==> src/rtl/mul_repadd_unit.sv <==
// Repeated-addition multiplier: loads A then B from one shared bus and accumulates P += A while B counts down.
// done pulses 2+n+s cycles after the start edge (n = iterations, s = 1 if operands were swapped); start is ignored while busy.
module mul_repadd_unit #(
  parameter int WIDTH    = 15,
  parameter int SWAP_MIN = 1
) (
  input  logic               clk,
  input  logic               rst,
  input  logic               start,
  input  logic [WIDTH-1:0]   data_in,
  output logic               busy,
  output logic               done,
  output logic [2*WIDTH-1:0] product,
  output logic               eqz
);

  typedef enum logic [2:0] {
    S_IDLE   = 3'd0,
    S_LOAD_B = 3'd1,
    S_CHECK  = 3'd2,
    S_ADD    = 3'd3,
    S_DONE   = 3'd4
  } state_t;

  state_t             state_q, state_d;
  logic [WIDTH-1:0]   a_q, a_d;
  logic [WIDTH-1:0]   b_q, b_d;
  logic [2*WIDTH-1:0] p_q, p_d;
  logic               swap_c;

  // A strict B > A test means a swapped pair can never qualify for a second swap.
  assign swap_c = (SWAP_MIN != 0) && (b_q > a_q);

  always_ff @(posedge clk or negedge rst) begin
    if (!rst) begin
      state_q <= S_IDLE;
      a_q     <= '0;
      b_q     <= '0;
      p_q     <= '0;
    end else begin
      state_q <= state_d;
      a_q     <= a_d;
      b_q     <= b_d;
      p_q     <= p_d;
    end
  end

  always_comb begin
    state_d = state_q;
    case (state_q)
      S_IDLE:   if (start) state_d = S_LOAD_B;
      S_LOAD_B: state_d = S_CHECK;
      S_CHECK: begin
        if (swap_c)             state_d = S_CHECK;
        else if (b_q == '0)     state_d = S_DONE;
        else                    state_d = S_ADD;
      end
      S_ADD:    if (b_q == WIDTH'(1)) state_d = S_DONE;
      S_DONE:   state_d = S_IDLE;
      default:  state_d = S_IDLE;
    endcase
  end

  always_comb begin
    a_d = a_q;
    b_d = b_q;
    p_d = p_q;
    case (state_q)
      S_IDLE: begin
        if (start) a_d = data_in;
      end
      S_LOAD_B: begin
        b_d = data_in;
        p_d = '0;
      end
      S_CHECK: begin
        if (swap_c) begin
          a_d = b_q;
          b_d = a_q;
        end
      end
      S_ADD: begin
        p_d = p_q + {{WIDTH{1'b0}}, a_q};
        b_d = b_q - WIDTH'(1);
      end
      default: ;
    endcase
  end

  always_comb begin
    busy = (state_q != S_IDLE);
    done = (state_q == S_DONE);
  end

  assign product = p_q;
  assign eqz     = (b_q == '0);

endmodule

==> config.mk <==
export PLATFORM = sky130hd
export DESIGN_NAME = mul_repadd_unit
export DESIGN_NICKNAME = d
export VERILOG_FILES = /design/src/rtl/mul_repadd_unit.sv
export SDC_FILE = /design/constraint.sdc
export NUM_CORES = 1
export LEC_CHECK = 0
export CORE_UTILIZATION = 30
export CTS_CLUSTER_SIZE = 16
export DETAILED_ROUTE_END_ITERATION = 6
export PLACE_DENSITY = 0.51
export RECOVER_POWER = 50
export SYNTH_ARGS = -nofsm -noshare
export SYNTH_HDL_FRONTEND = slang
export SYNTH_SLANG_ARGS = --single-unit
==> constraint.sdc <==
create_clock -name clk -period 2.94 [get_ports clk]
set_input_delay 0.882 -clock clk [delete_from_list [all_inputs] [get_ports clk]]
set_output_delay 0.882 -clock clk [all_outputs]
set_load 0.005 [all_outputs]
# Yosys cells after proc, flatten, opt, wreduce, memory -nomap -nowiden
# Cells that the tools add are included.
dict set report totals {
  register_bits 63
  latchBits 0
  ramBits 0
  romBits 0
  out_inout_bits 33
  elab_cells 35
  mem_count 0
}
dict set report op_classes {
  addsub 2
  n_mul 0
  div_mod_pow 0
  magnitude_cmp 1
  n_eq_ne 8
  shifts 0
  mux 11
  n_bitwise 0
  n_reduce_logical 9
}
# cell n
set op_table {}
lappend op_table {{30-bit one-hot mux with 2 select lines} 1}
lappend op_table {{15-bit 2-to-1 mux} 3}
lappend op_table {{15-bit one-hot mux with 3 select lines} 1}
lappend op_table {{30-bit by 15-bit adder with 30-bit output} 1}
lappend op_table {{15-bit one-hot mux with 2 select lines} 1}
lappend op_table {{15-bit by 1-bit equality test with 1-bit output, second input constant} 1}
lappend op_table {{15-bit greater-than comparator} 1}
lappend op_table {{15-bit zero test} 1}
lappend op_table {{15-bit by 1-bit subtractor with 15-bit output, second input constant} 1}
lappend op_table {{3-bit 2-to-1 mux} 4}
lappend op_table {{3-bit one-hot mux with 4 select lines} 1}
lappend op_table {{3-bit by 2-bit equality test with 1-bit output, second input constant} 2}
lappend op_table {{2-bit inequality test, second input constant} 3}
lappend op_table {{3-bit nonzero test} 2}
lappend op_table {{2-bit AND reduction} 2}
lappend op_table {{2-bit nonzero test} 2}
lappend op_table {{3-bit by 1-bit equality test with 1-bit output, second input constant} 1}
lappend op_table {{3-bit equality test, second input constant} 1}
lappend op_table {{3-bit zero test} 1}
lappend op_table {{3-bit AND reduction} 1}

# Logic depth before layout (Yosys ltp)
# Gate-level depths: netlist (run 1).
dict set report logic_depth {
  ltp_word 4
  mapped_depth 10
  mapped_depth_nobuf 9
}

# Worst setup path before layout (run 1)
# OpenSTA, ideal clock, no wires.
dict set report synth_path {
  path_type {register to output}
  start {reg b_q[7]}
  end {out eqz}
  arrival_ns 1.621
  t_required_ns 2.058
  path_slack_ns 0.437
  stages_incl_launch_ff 6
  path_buffers 1
  path_cell_list {dfrtp_1 > buf_6 > nor4_4 > nand2_2 > or4_4 > nor3_1}
}
dict set report synth_between {
  elab_chain_len 1
}
# element line_no
set synth_lines {}
lappend synth_lines {{from (decl)} 27} ;# logic [WIDTH-1:0] b_q, b_d;
lappend synth_lines {{from (signal assigned)} 38} ;# b_q <= '0;
lappend synth_lines {{from (signal assigned)} 43} ;# b_q <= b_d;
lappend synth_lines {{15-bit zero test} 96} ;# assign eqz = (b_q == '0);
lappend synth_lines {{to (decl)} 14} ;# output logic eqz
# No other way between the ends.

# Worst setup path in the final report (run 1)
dict set report layout_path {
  start {reg b_q[3]}
  end {out eqz}
}
# The elaborated chain is that of the path after synthesis.

==> results of run 1 <==
## where the power goes
part,internal [uW],total (uW),switching [uW]
Combinational,1850,4320,2470
Sequential,1230,1600,374
Clock,613,1000,388
## area by class of cell
class                      instances  share of cell area, %
timing repair buffer              85                   13.1
inverter                          26                   1.70
clock buffer                      13                   4.53
clock inverter                     3                  0.305
multi-input combinational        404                   48.9
tap                              184                   4.01
sequential                        63                   27.5
## registers in the layout, indices dropped and copies added (netlist names)
name     count
a_q         15
product     30
b_q         15
state_q      3
## logic make-up (layout without fill, tap and decap cells)
logic type	after synthesis	after routing	share of synthesized area (%)
muxes	40	40	8.85
AOI/OAI and AO/OA	156	156	22.3
xor gates and xnor gates	15	15	2.88
buffers and inverters	51	127	4.41
and+or+nand+nor	160	160	17.9
DFF	63	63	34.5
adders and majority gates	33	33	9.21
## per-stage QoR
stage          TNS, ps  hold slack (ps)  power [uW]
2_1_floorplan        0              500        4460
3_3_place_gp    -0.911              506        5880
3_5_place_dp     -5.00              511        5940
4_1_cts              0              523        7000
5_1_grt              0              546        7590
6_report             0              514        6920
## synth_stat cells, types with 4 or more instances
cell type	number	area, sq um
a2111o_1	4	45.0
a211oi_1	6	45.0
a21o_1	8	60.1
a21oi_1	41	205
a31oi_1	6	37.5
and2_1	4	25.0
and3_1	6	37.5
and4_1	6	52.6
clkbuf_1	22	82.6
dfrtp_1	63	1580
ha_1	32	400
inv_1	26	97.6
mux2i_1	37	370
nand2_1	55	206
nand2b_1	7	43.8
nand4_1	9	56.3
nor2_1	34	128
nor3_1	16	80.1
o21ai_0	41	205
o22ai_1	7	43.8
or3_1	5	31.3
xnor2_1	8	70.1
xor2_1	7	61.3
## routing by layer
metal	vias to the layer above	track usage, %	wire length, um
li1	2062	-	-
met1	1987	24.0	6420
met2	74	30.4	6440
met3	26	3.29	459
met4	0	7.32	343
met5	-	0	0
## path summary, 6_finish.rpt
| path | end | slack (ps) | depth (start not counted) |
|---|---|---|---|
| max in group asynchronous | product[10] | 1110 | 1 |
| hold / removal | product[2] | 510 | 2 |
| hold reg to reg | product[2] | 510 | 2 |
| setup / recovery | eqz | 90 | 5 |
| min in group asynchronous | b_q[12] | 920 | 1 |
| setup reg to reg | a_q[13] | 230 | 9 |
## what timing repair did
item	in CTS	in global routing
pin swaps	1	2
hold buffers	0	0
endpoints found under the setup margin	1	5
gates resized for setup	4	3
## worst max-delay path, stage by stage (launching register included)
cell,delay [ps]
dfrtp_1,400
nor4_4,320
nand2_2,90
or4_4,460
nor3_4,210
clkbuf_2,140
==> impl_metrics.csv, run 1 <==
group,metric,value,unit
cts,cts_tree,"yes",
sta,period_share,96.9,%
grt,grt_overflow,0,
sta,maxSlewViolCount,26,
cts,cts-buffers-inserted,9,
grt,grt_max_degree,39,
sta,max_freq,351,MHz
placed_design,gp_congestion,0.864,
layout,areaGrowthSynthToFinish,25.7,%
setup_path,timing.rr.start,"b_q[4]",
synthesis,synth_warnings,0,
synthesis,synthArstFlopShare,100,%
synthesis,synth_top_flop_cell,"dfrtp_1",
cts,cts_root_buf,"clkbuf_16",
setup_path,setup.worst_path.start_class,"flop",
setup_path,worst-setup-path-type,"flop to primary output",
die,fp-row-count,44,
setup_path,startpoint,"b_q[3]",
placed_design,placed_area,0.00546,sq mm
layout,final_area,0.00574,sq mm
setup_path,crit_required,2060,ps
die,die_x,125,um
synthesis,synth_area_per_cell,8.81,sq um
power,ir_drop,0.000516,V
sta,hold_violations,0,
synthesis,synth_edf_count,0,
setup_path,crit_fanout,2,
layout,final_util,39.1,%
die,io_pins,51,
layout,layout_commonest_cell,"dfrtp_1",
synthesis,syn_inst,518,
layout,final_cells,778,
sta,fin_skew,10.2,ps
route,drc,2,
sta,rsz0062_at_grt,"no",
grt,track_usage,18.5,%
synthesis,synth-seq-area-share,34.5,%
sta,worstMarginPinSlew,1550,ps
sta,relSlewSlack,-3.59,%
synthesis,ys_seq_elements,63,
cts,htree_levels,3,
grt,grt_pass1_vias,4154,
cts,path_clk_slew,50,ps
sta,finalSetupViolations,0,
synthesis,ys_types,63,
layout,drive_gt1_share,10.8,%
die,initial_core_util,31.1,%
die,design.core.area,0.0147,sq mm
route,viasPerCell,5.33,
die,die_h,125,um
grt,grt_pass1_wl,22400,um
cts,clockBufferDepth,2,
grt,antenna_found_initial,0,
placed_design,io_buffers,50,
outcome,failed_checks,"DRC, capacitance limit, slew limit",
route,vias,4149,
route,wl_per_cell,17.6,um
route,drtIter0Drc,305,
route,postRouteAntennaNets,0,
placed_design,detailedPlace.worstSlack,-5.00,ps
run,maxCapViolations,1,
worst_hold_path,hp-class,"flop to flop",
worst_hold_path,hold_start,"product[2]",
layout,num-nets-final,640,
cts,clkLatencyLatePin,340,ps
sta,min_period,2850,ps
power,p_per_area,1210,mW/mm^2
placed_design,hpwlAfterDp,10200,um
layout,nFillCells,1475,
setup_path,endpoint_kind,"primary output",
layout,final_cell_mix,"63 x dfrtp_1, 55 x nand2_1, 41 x o21ai_0, 40 x a21oi_1, 40 x clkdlybuf4s50_1",
placed_design,dp.cells,762,
die,die-area,0.0157,sq mm
cts,cts.sinks,63,
outcome,status,"finished with violations",
setup_path,arrival,1970,ps
synthesis,synthesis.area,0.00457,sq mm
synthesis,synth_nets,569,
cts,postCtsSetupRepairBufs,0,
route,wl,13700,um
sta,worst_slack,90.6,ps
layout,diodes,0,
layout,regArea,0.00158,sq mm
layout,multi_input_area,0.00281,sq mm
route,firstDrtPassIters,7,
power,p_leak,0.00257,uW
(Power assumes the default switching activity.)
==> run 2, diff against run 1 <==
- SLEW_MARGIN: default -> 20
==> results of run 2 <==
No change in the layout: final DEF, timing and power equal those of run 1.
==> variant 1: new RTL, settings of run 1 <==
Put one more register stage on the output `product`, without a reset. The value now appears one clock later. The other outputs are not delayed to match.
--- a/src/rtl/mul_repadd_unit.sv
+++ b/src/rtl/mul_repadd_unit.sv
@@ -92,7 +92,9 @@
     done = (state_q == S_DONE);
   end
 
-  assign product = p_q;
+  always_ff @(posedge clk) begin
+    product <= p_q;
+  end
   assign eqz     = (b_q == '0);
 
 endmodule
Behaviour: not the same (a bounded check fails within 10 cycles, from zero or initial values and one cycle with rst low).
==> variant 1 against run 1 <==
The run ends with max-capacitance violations, max-slew violations left. Critical path depth is 2 lower. Routed wire length is 9.5% lower. Highest routed layer unchanged. Largest cell class unchanged. Sequential cell count is 30 higher. First-iteration DRC count is 39% lower. Cell area is 7.8% higher. Clock skew hardly changed. Power is 2.2% lower. Count of clock-buffer cells in the layout is 2 lower. Worst setup slack better by 0.10 ns. Synthesized area is 9.3% higher.
==> variant 1: results (changes against run 1) <==
stage	metric	value	unit	change
run_status	outcome	complete, but fails checks		
run_status	violations	max-capacitance violations, max-slew violations		
global_route	grt_usage	15.70	%	-2.8 points
place	placed_cell_area	0.005838	mm2	+6.9%
drt	drtIter0Drc	186		-39%
critical_path	rr_worst_depth	10		+1
final_layout	top_regs	p_q (30), product (30)		
hold_path	hold_class	reg -> reg		
yosys	syn_area_per_cell	9.290	um2	+5.4%
flow_run	cap_violations	1		unchanged
global_route	antenna_found_initial	0		unchanged
critical_path	cp_data_arrival_time	1.86	ns	-0.11 ns
global_route	grt_pass1_vias	3879		-6.6%
final_layout	nets	653		+2.0%
yosys	yosys_warnings	0		unchanged
critical_path	cp_max_fo	14		+12
clocking	cts_buffers	9		unchanged
place	placedCellCount	802		+5.2%
global_route	grt_pass1_wl	20400	um	-8.8%
yosys	yosysUniqueCellTypes	61		-3.2%
drt	vias_per_cell	4.973		-6.7%
yosys	synth.top_cells.by_count	nand2_1, dfrtp_1, o21ai_0		
yosys	synthFlopType	dfrtp_1		
clocking	cts_max_level	3		unchanged
drt	vias	4093		-1.3%
place	dp_hpwl	8994	um	-12%
yosys	syn_nets	588		+3.3%
critical_path	cp_slowest_cell	dfrtp_1		
clocking	clk_latency	0.35	ns	
final_layout	diodes	0		unchanged
final_layout	fillers	1571		+6.5%
critical_path	cp_slowest_stage_delay	0.61	ns	+0.15 ns
clocking	cts_buffer_depth	2		unchanged
clocking	path_clk_slew	0.06	ns	
global_route	grt_max_degree	64		+64%
power_and_ir_drop	power.leakage	2.588	nW	+0.82%
drt	dr.pass1.iters	4		-3
timing	drv_slew	64		+150%
timing	max_slew_margin	-11.57	%	-8.0 points
yosys	synth_async_sr_flop_share	67.74	%	-32 points
timing	finalClockSkew	0.009932	ns	-0.0003163 ns
clocking	cts_root_buf	clkbuf_16		
yosys	yosysSeqAreaShare	43.64	%	+9.1 points
critical_path	crit_family	flip-flops		
final_layout	drive_gt1_share	11.04	%	+0.26 points
power_and_ir_drop	ir_worst_vdd	508.4	uV	-1.5%
drt	routedWlPerCell	15.01	um	-14%
yosys	synth_area_leaders	dfrtp_1, dfxtp_1, ha_1		
place	port_buffers	50		unchanged
place	place_congestion	0.8342		-3.5%
hold_path	min_path_cells	0		-2
[variant 1: cell types whose count changed after synthesis, moves of 5 or more]
cell,run 1,this run
nor3_1,16,9
o21ai_0,41,57
nand3_1,3,14
nand2_1,55,65
o21ai_1,0,8
a21oi_1,41,26
a311oi_1,0,5
mux2i_1,37,17
a21o_1,8,2
o221ai_1,0,5
dfxtp_1,0,30
and4_1,6,1
[variant 1: layout make-up]
| class | instances | share of cell area [%] |
|---|---|---|
| multi-input cells | 393 | 42.73 |
| well taps | 216 | 4.366 |
| inverters | 29 | 1.759 |
| clock inverters | 5 | 0.9905 |
| flip-flops and latches | 93 | 35.29 |
| clock buffers | 11 | 3.760 |
| repair buffers | 76 | 11.10 |
[variant 1: path summary, 6_finish.rpt]
| path | start | to | slack [ns] |
|---|---|---|---|
| setup / recovery | state_q[1] | busy | 0.19 |
| hold / removal | p_q[22] | product[22] | 0.37 |
| setup reg to reg | a_q[0] | p_q[20] | 0.42 |
| hold reg to reg | p_q[22] | product[22] | 0.37 |
| max in group asynchronous | rst | b_q[7] | 0.77 |
| min in group asynchronous | rst | p_q[19] | 1.05 |
[variant 1: through the flow]
stage          setup WS [ns]  util [%]
2_1_floorplan         0.5991         -
3_3_place_gp          0.3376     36.36
4_1_cts              0.01693     38.30
3_5_place_dp          0.3365     36.36
6_report              0.1931     38.55
5_1_grt              0.07650     38.55
[variant 1: logic make-up (layout without fill, tap and decap cells)]
logic type      Yosys count  count (layout)  synth area share (%)
xor+xnor                 21              21                 3.687
mux                      18              18                 3.637
flops                    93              93                 43.64
compound gates          151             151                 19.36
simple gates            170             170                 17.33
buf+inv                  51             121                 3.913
fa+ha+maj                33              33                 8.427
[variant 1: per-layer routing]
metal / global-route usage, % / vias up / routed length, um
li1: - / 2062 / -
met1: 21.37 / 1929 / 6083
met2: 24.09 / 91 / 5516
met3: 4.682 / 11 / 614
met4: 4.327 / 0 / 142
met5: 0 / - / 0
[variant 1: report_power, final]
part	total (mW)	internal, mW	leakage (nW)	switching, mW
Combinational	3.49	1.47	1.39	2.02
Clock	1.16	0.662	0.144	0.494
Sequential	2.12	1.68	1.05	0.448
Total	6.77	3.81	2.59	2.96
[variant 1: timing repair]
item                                    in CTS  in global routing
resized for setup                            3                 10
endpoints found under the setup margin       1                  1
pin swaps                                    2                  2
setup buffers                                1                  4
[variant 1: worst reg2reg max path: cells and delay by family (launching register included)]
kind | cells | cell delay [ns]
AO/OA/AOI/OAI | 3 | 0.61
adder cells (fa/ha/maj) | 2 | 0.58
buffers and inverters | 1 | 0.05
flip-flops | 1 | 0.41
AND/OR/NAND/NOR | 4 | 0.82
==> variant 2: new RTL, settings of run 1 <==
Without the edit above. Change the parameter `WIDTH` from 15 to 30.
--- a/src/rtl/mul_repadd_unit.sv
+++ b/src/rtl/mul_repadd_unit.sv
@@ -1,7 +1,7 @@
 // Repeated-addition multiplier: loads A then B from one shared bus and accumulates P += A while B counts down.
 // done pulses 2+n+s cycles after the start edge (n = iterations, s = 1 if operands were swapped); start is ignored while busy.
 module mul_repadd_unit #(
-  parameter int WIDTH    = 15,
+  parameter int WIDTH    = 30,
   parameter int SWAP_MIN = 1
 ) (
   input  logic               clk,
Interface: changed (resized data_in and product); port bits go from 51 to 96. No check against the original RTL was run, so the function may have changed too.
==> variant 2 against run 1 <==
The flow finishes with violations (max-capacitance violations, negative setup slack). Power grew 110%. Via count up 110%. Cell area up 110%. Sequential power up 87%. Highest routed layer unchanged. Global-route usage rose by 1.5 points. Synthesized area up 91%. Worst setup slack worse by 0.11 ns. Sequential cell count up 60. Routed wire length increased by 120%. Clock skew about the same.
==> variant 2: results (changes against run 1) <==
stage	metric	value	unit	change
run_status	outcome	complete, but fails checks		
run_status	violations	max-capacitance violations, negative setup slack		
yosys	synth.top_cells.by_count	o21ai_0, dfrtp_1, nand2_1		
drt	dr.pass1.iters	5		-2
place	dp_hpwl	21260	um	+110%
power_and_ir_drop	power.leakage	5.439	nW	+110%
place	placed_cell_area	0.01099	mm2	+100%
critical_path	cp_data_arrival_time	2.08	ns	+0.11 ns
power_and_ir_drop	p_int	8.042	mW	+120%
yosys	yosysSeqAreaShare	35.22	%	+0.69 points
yosys	synth_area_leaders	dfrtp_1, ha_1, o21ai_0		
clocking	cts_max_level	4		+1
clocking	cts_buffers	17		+8
critical_path	crit_family	simple AND/OR/NAND/NOR gates		
final_layout	drive_gt1_share	18.91	%	+8.1 points
final_layout	largest_reg_flops	60		+100%
place	place_ws	-0.1900	ns	-0.1850 ns
flow_run	cap_violations	1		unchanged
yosys	synth_compound_area_share	23.61	%	+1.4 points
yosys	synth_cells	1046		+100%
yosys	netlist.area_leader.share	35.22	%	+0.69 points
power_and_ir_drop	ir_worst_vdd	453.3	uV	-12%
yosys	yosysUniqueCellTypes	63		unchanged
global_route	grt_pass1_vias	8293		+100%
critical_path	cp_slowest_stage_delay	0.56	ns	+0.10 ns
final_layout	diodes	0		unchanged
place	place_congestion	0.8587		-0.66%
drt	antenna_left	0		unchanged
yosys	synthMuxAreaShare	4.854	%	-4.0 points
global_route	grt_max_degree	60		+54%
final_layout	nets	1348		+110%
global_route	grt_usage	19.94	%	+1.5 points
drt	vias_per_cell	5.212		-2.3%
critical_path	cp_max_fo	3		+1
drt	finalWirelength	29490	um	+120%
timing	finalClockSkew	0.009940	ns	-0.0003086 ns
clocking	path_clk_slew	0.06	ns	
yosys	synth_fa_ha_area_share	9.250	%	+0.042 points
place	port_buffers	95		+90%
global_route	grt_pass1_wl	46910	um	+110%
timing	setup_viol	1		+1
timing	fin_ws	-0.02123	ns	-0.1118 ns
place	placedCellCount	1600		+110%
final_layout	fillers	2935		+99%
yosys	syn_nets	1143		+100%
hold_path	hold_class	reg -> reg		
clocking	clk_latency	0.43	ns	+0.09 ns
timing	worst_pin_slew	1.500	ns	-0.05428 ns
global_route	antenna_found_initial	0		unchanged
drt	routedWlPerCell	17.89	um	+1.9%
yosys	yosys_warnings	0		unchanged
yosys	synthXorXnorAreaFrac	4.510	%	+1.6 points
drt	drtIter0Drc	616		+100%
variant 2: changes by cell type in the layout (fill, tap and decap cells not counted), sizes merged, moves of 18 or more:
| cell | run 1 | this run |
|---|---|---|
| buf | 32 | 140 |
| clkdlybuf4s50 | 40 | 87 |
| dfrtp | 63 | 123 |
| nand3 | 3 | 25 |
| a21oi | 41 | 78 |
| nand2 | 56 | 115 |
| inv | 26 | 48 |
| nor2 | 34 | 91 |
| a21o | 8 | 26 |
| ha | 32 | 63 |
| xor2 | 7 | 25 |
| o21ai | 41 | 130 |
variant 2: power by group through the flow:
stage	Combinational (mW)	Clock [mW]	Sequential [mW]
after floorplan	5.03	0	2.87
after global placement	8.23	0	2.99
after detailed placement	8.29	0	2.99
after CTS	8.81	2.37	2.99
after global routing	10.1	2.44	3.07
final	9.18	2.34	2.99
variant 2: cell type report:
class	count	area, um2	share of cell area, %
sequential	123	3084	25.54
clock buffer	22	474.2	3.926
clock inverter	10	163.9	1.357
tap	384	480.5	3.978
multi-input combinational	821	5553	45.98
inverter	48	180.2	1.492
timing repair buffer	240	2142	17.74
variant 2: path summary, 6_finish.rpt:
path | from | endpoint | slack (ns) | cells after the start
setup reg to reg | a_q[3] | b_q[12] | 0.04 | 13
setup / recovery | b_q[9] | eqz | -0.02 | 8
hold reg to reg | product[14] | product[14] | 0.51 | 2
min in group asynchronous | rst | product[31] | 0.82 | 1
hold / removal | product[14] | product[14] | 0.51 | 2
max in group asynchronous | rst | a_q[7] | 0.43 | 2
variant 2: worst reg2reg max path, cell delays in order (launching register included):
cell       delay (ns)
dfrtp_2          0.43
inv_1            0.06
ha_1             0.29
a21o_1           0.16
a21o_1           0.18
a221oi_2         0.28
o221ai_2         0.15
a221oi_2         0.28
o21a_1           0.17
buf_4            0.12
o31a_1           0.16
buf_4            0.12
bufbuf_16        0.27
o21ai_0          0.09
variant 2: per-layer routing:
| metal | track usage (%) | wire length [um] |
|---|---|---|
| met1 | 26.85 | 13610 |
| met2 | 33.17 | 14210 |
| met3 | 3.034 | 1104 |
| met4 | 5.457 | 559 |
| met5 | 0 | 0 |
variant 2: cell families after synthesis:
family / Yosys count
mux: 42
xor+xnor: 45
simple gates: 336
compound gates: 334
flops: 123
buf+inv: 102
fa+ha+maj: 64
variant 2: timing repair:
item / 4_1_cts / 5_1_grt
pin swaps: 17 / 27
gates resized for setup: 30 / 37
setup endpoints to repair: 48 / 54
setup buffers: 6 / 8
cloned: 2 / 1
variant 2: metrics by stage:
step | TNS, ns | power (mW) | hold slack, ns
after global placement | -0.7809 | 11.22 | 0.5096
after global routing | -0.9518 | 15.63 | 0.5609
after detailed placement | -1.121 | 11.28 | 0.5058
after floorplan | 0 | 7.898 | 0.4753
after CTS | -0.1248 | 14.17 | 0.4554
final | -0.02123 | 14.51 | 0.5098
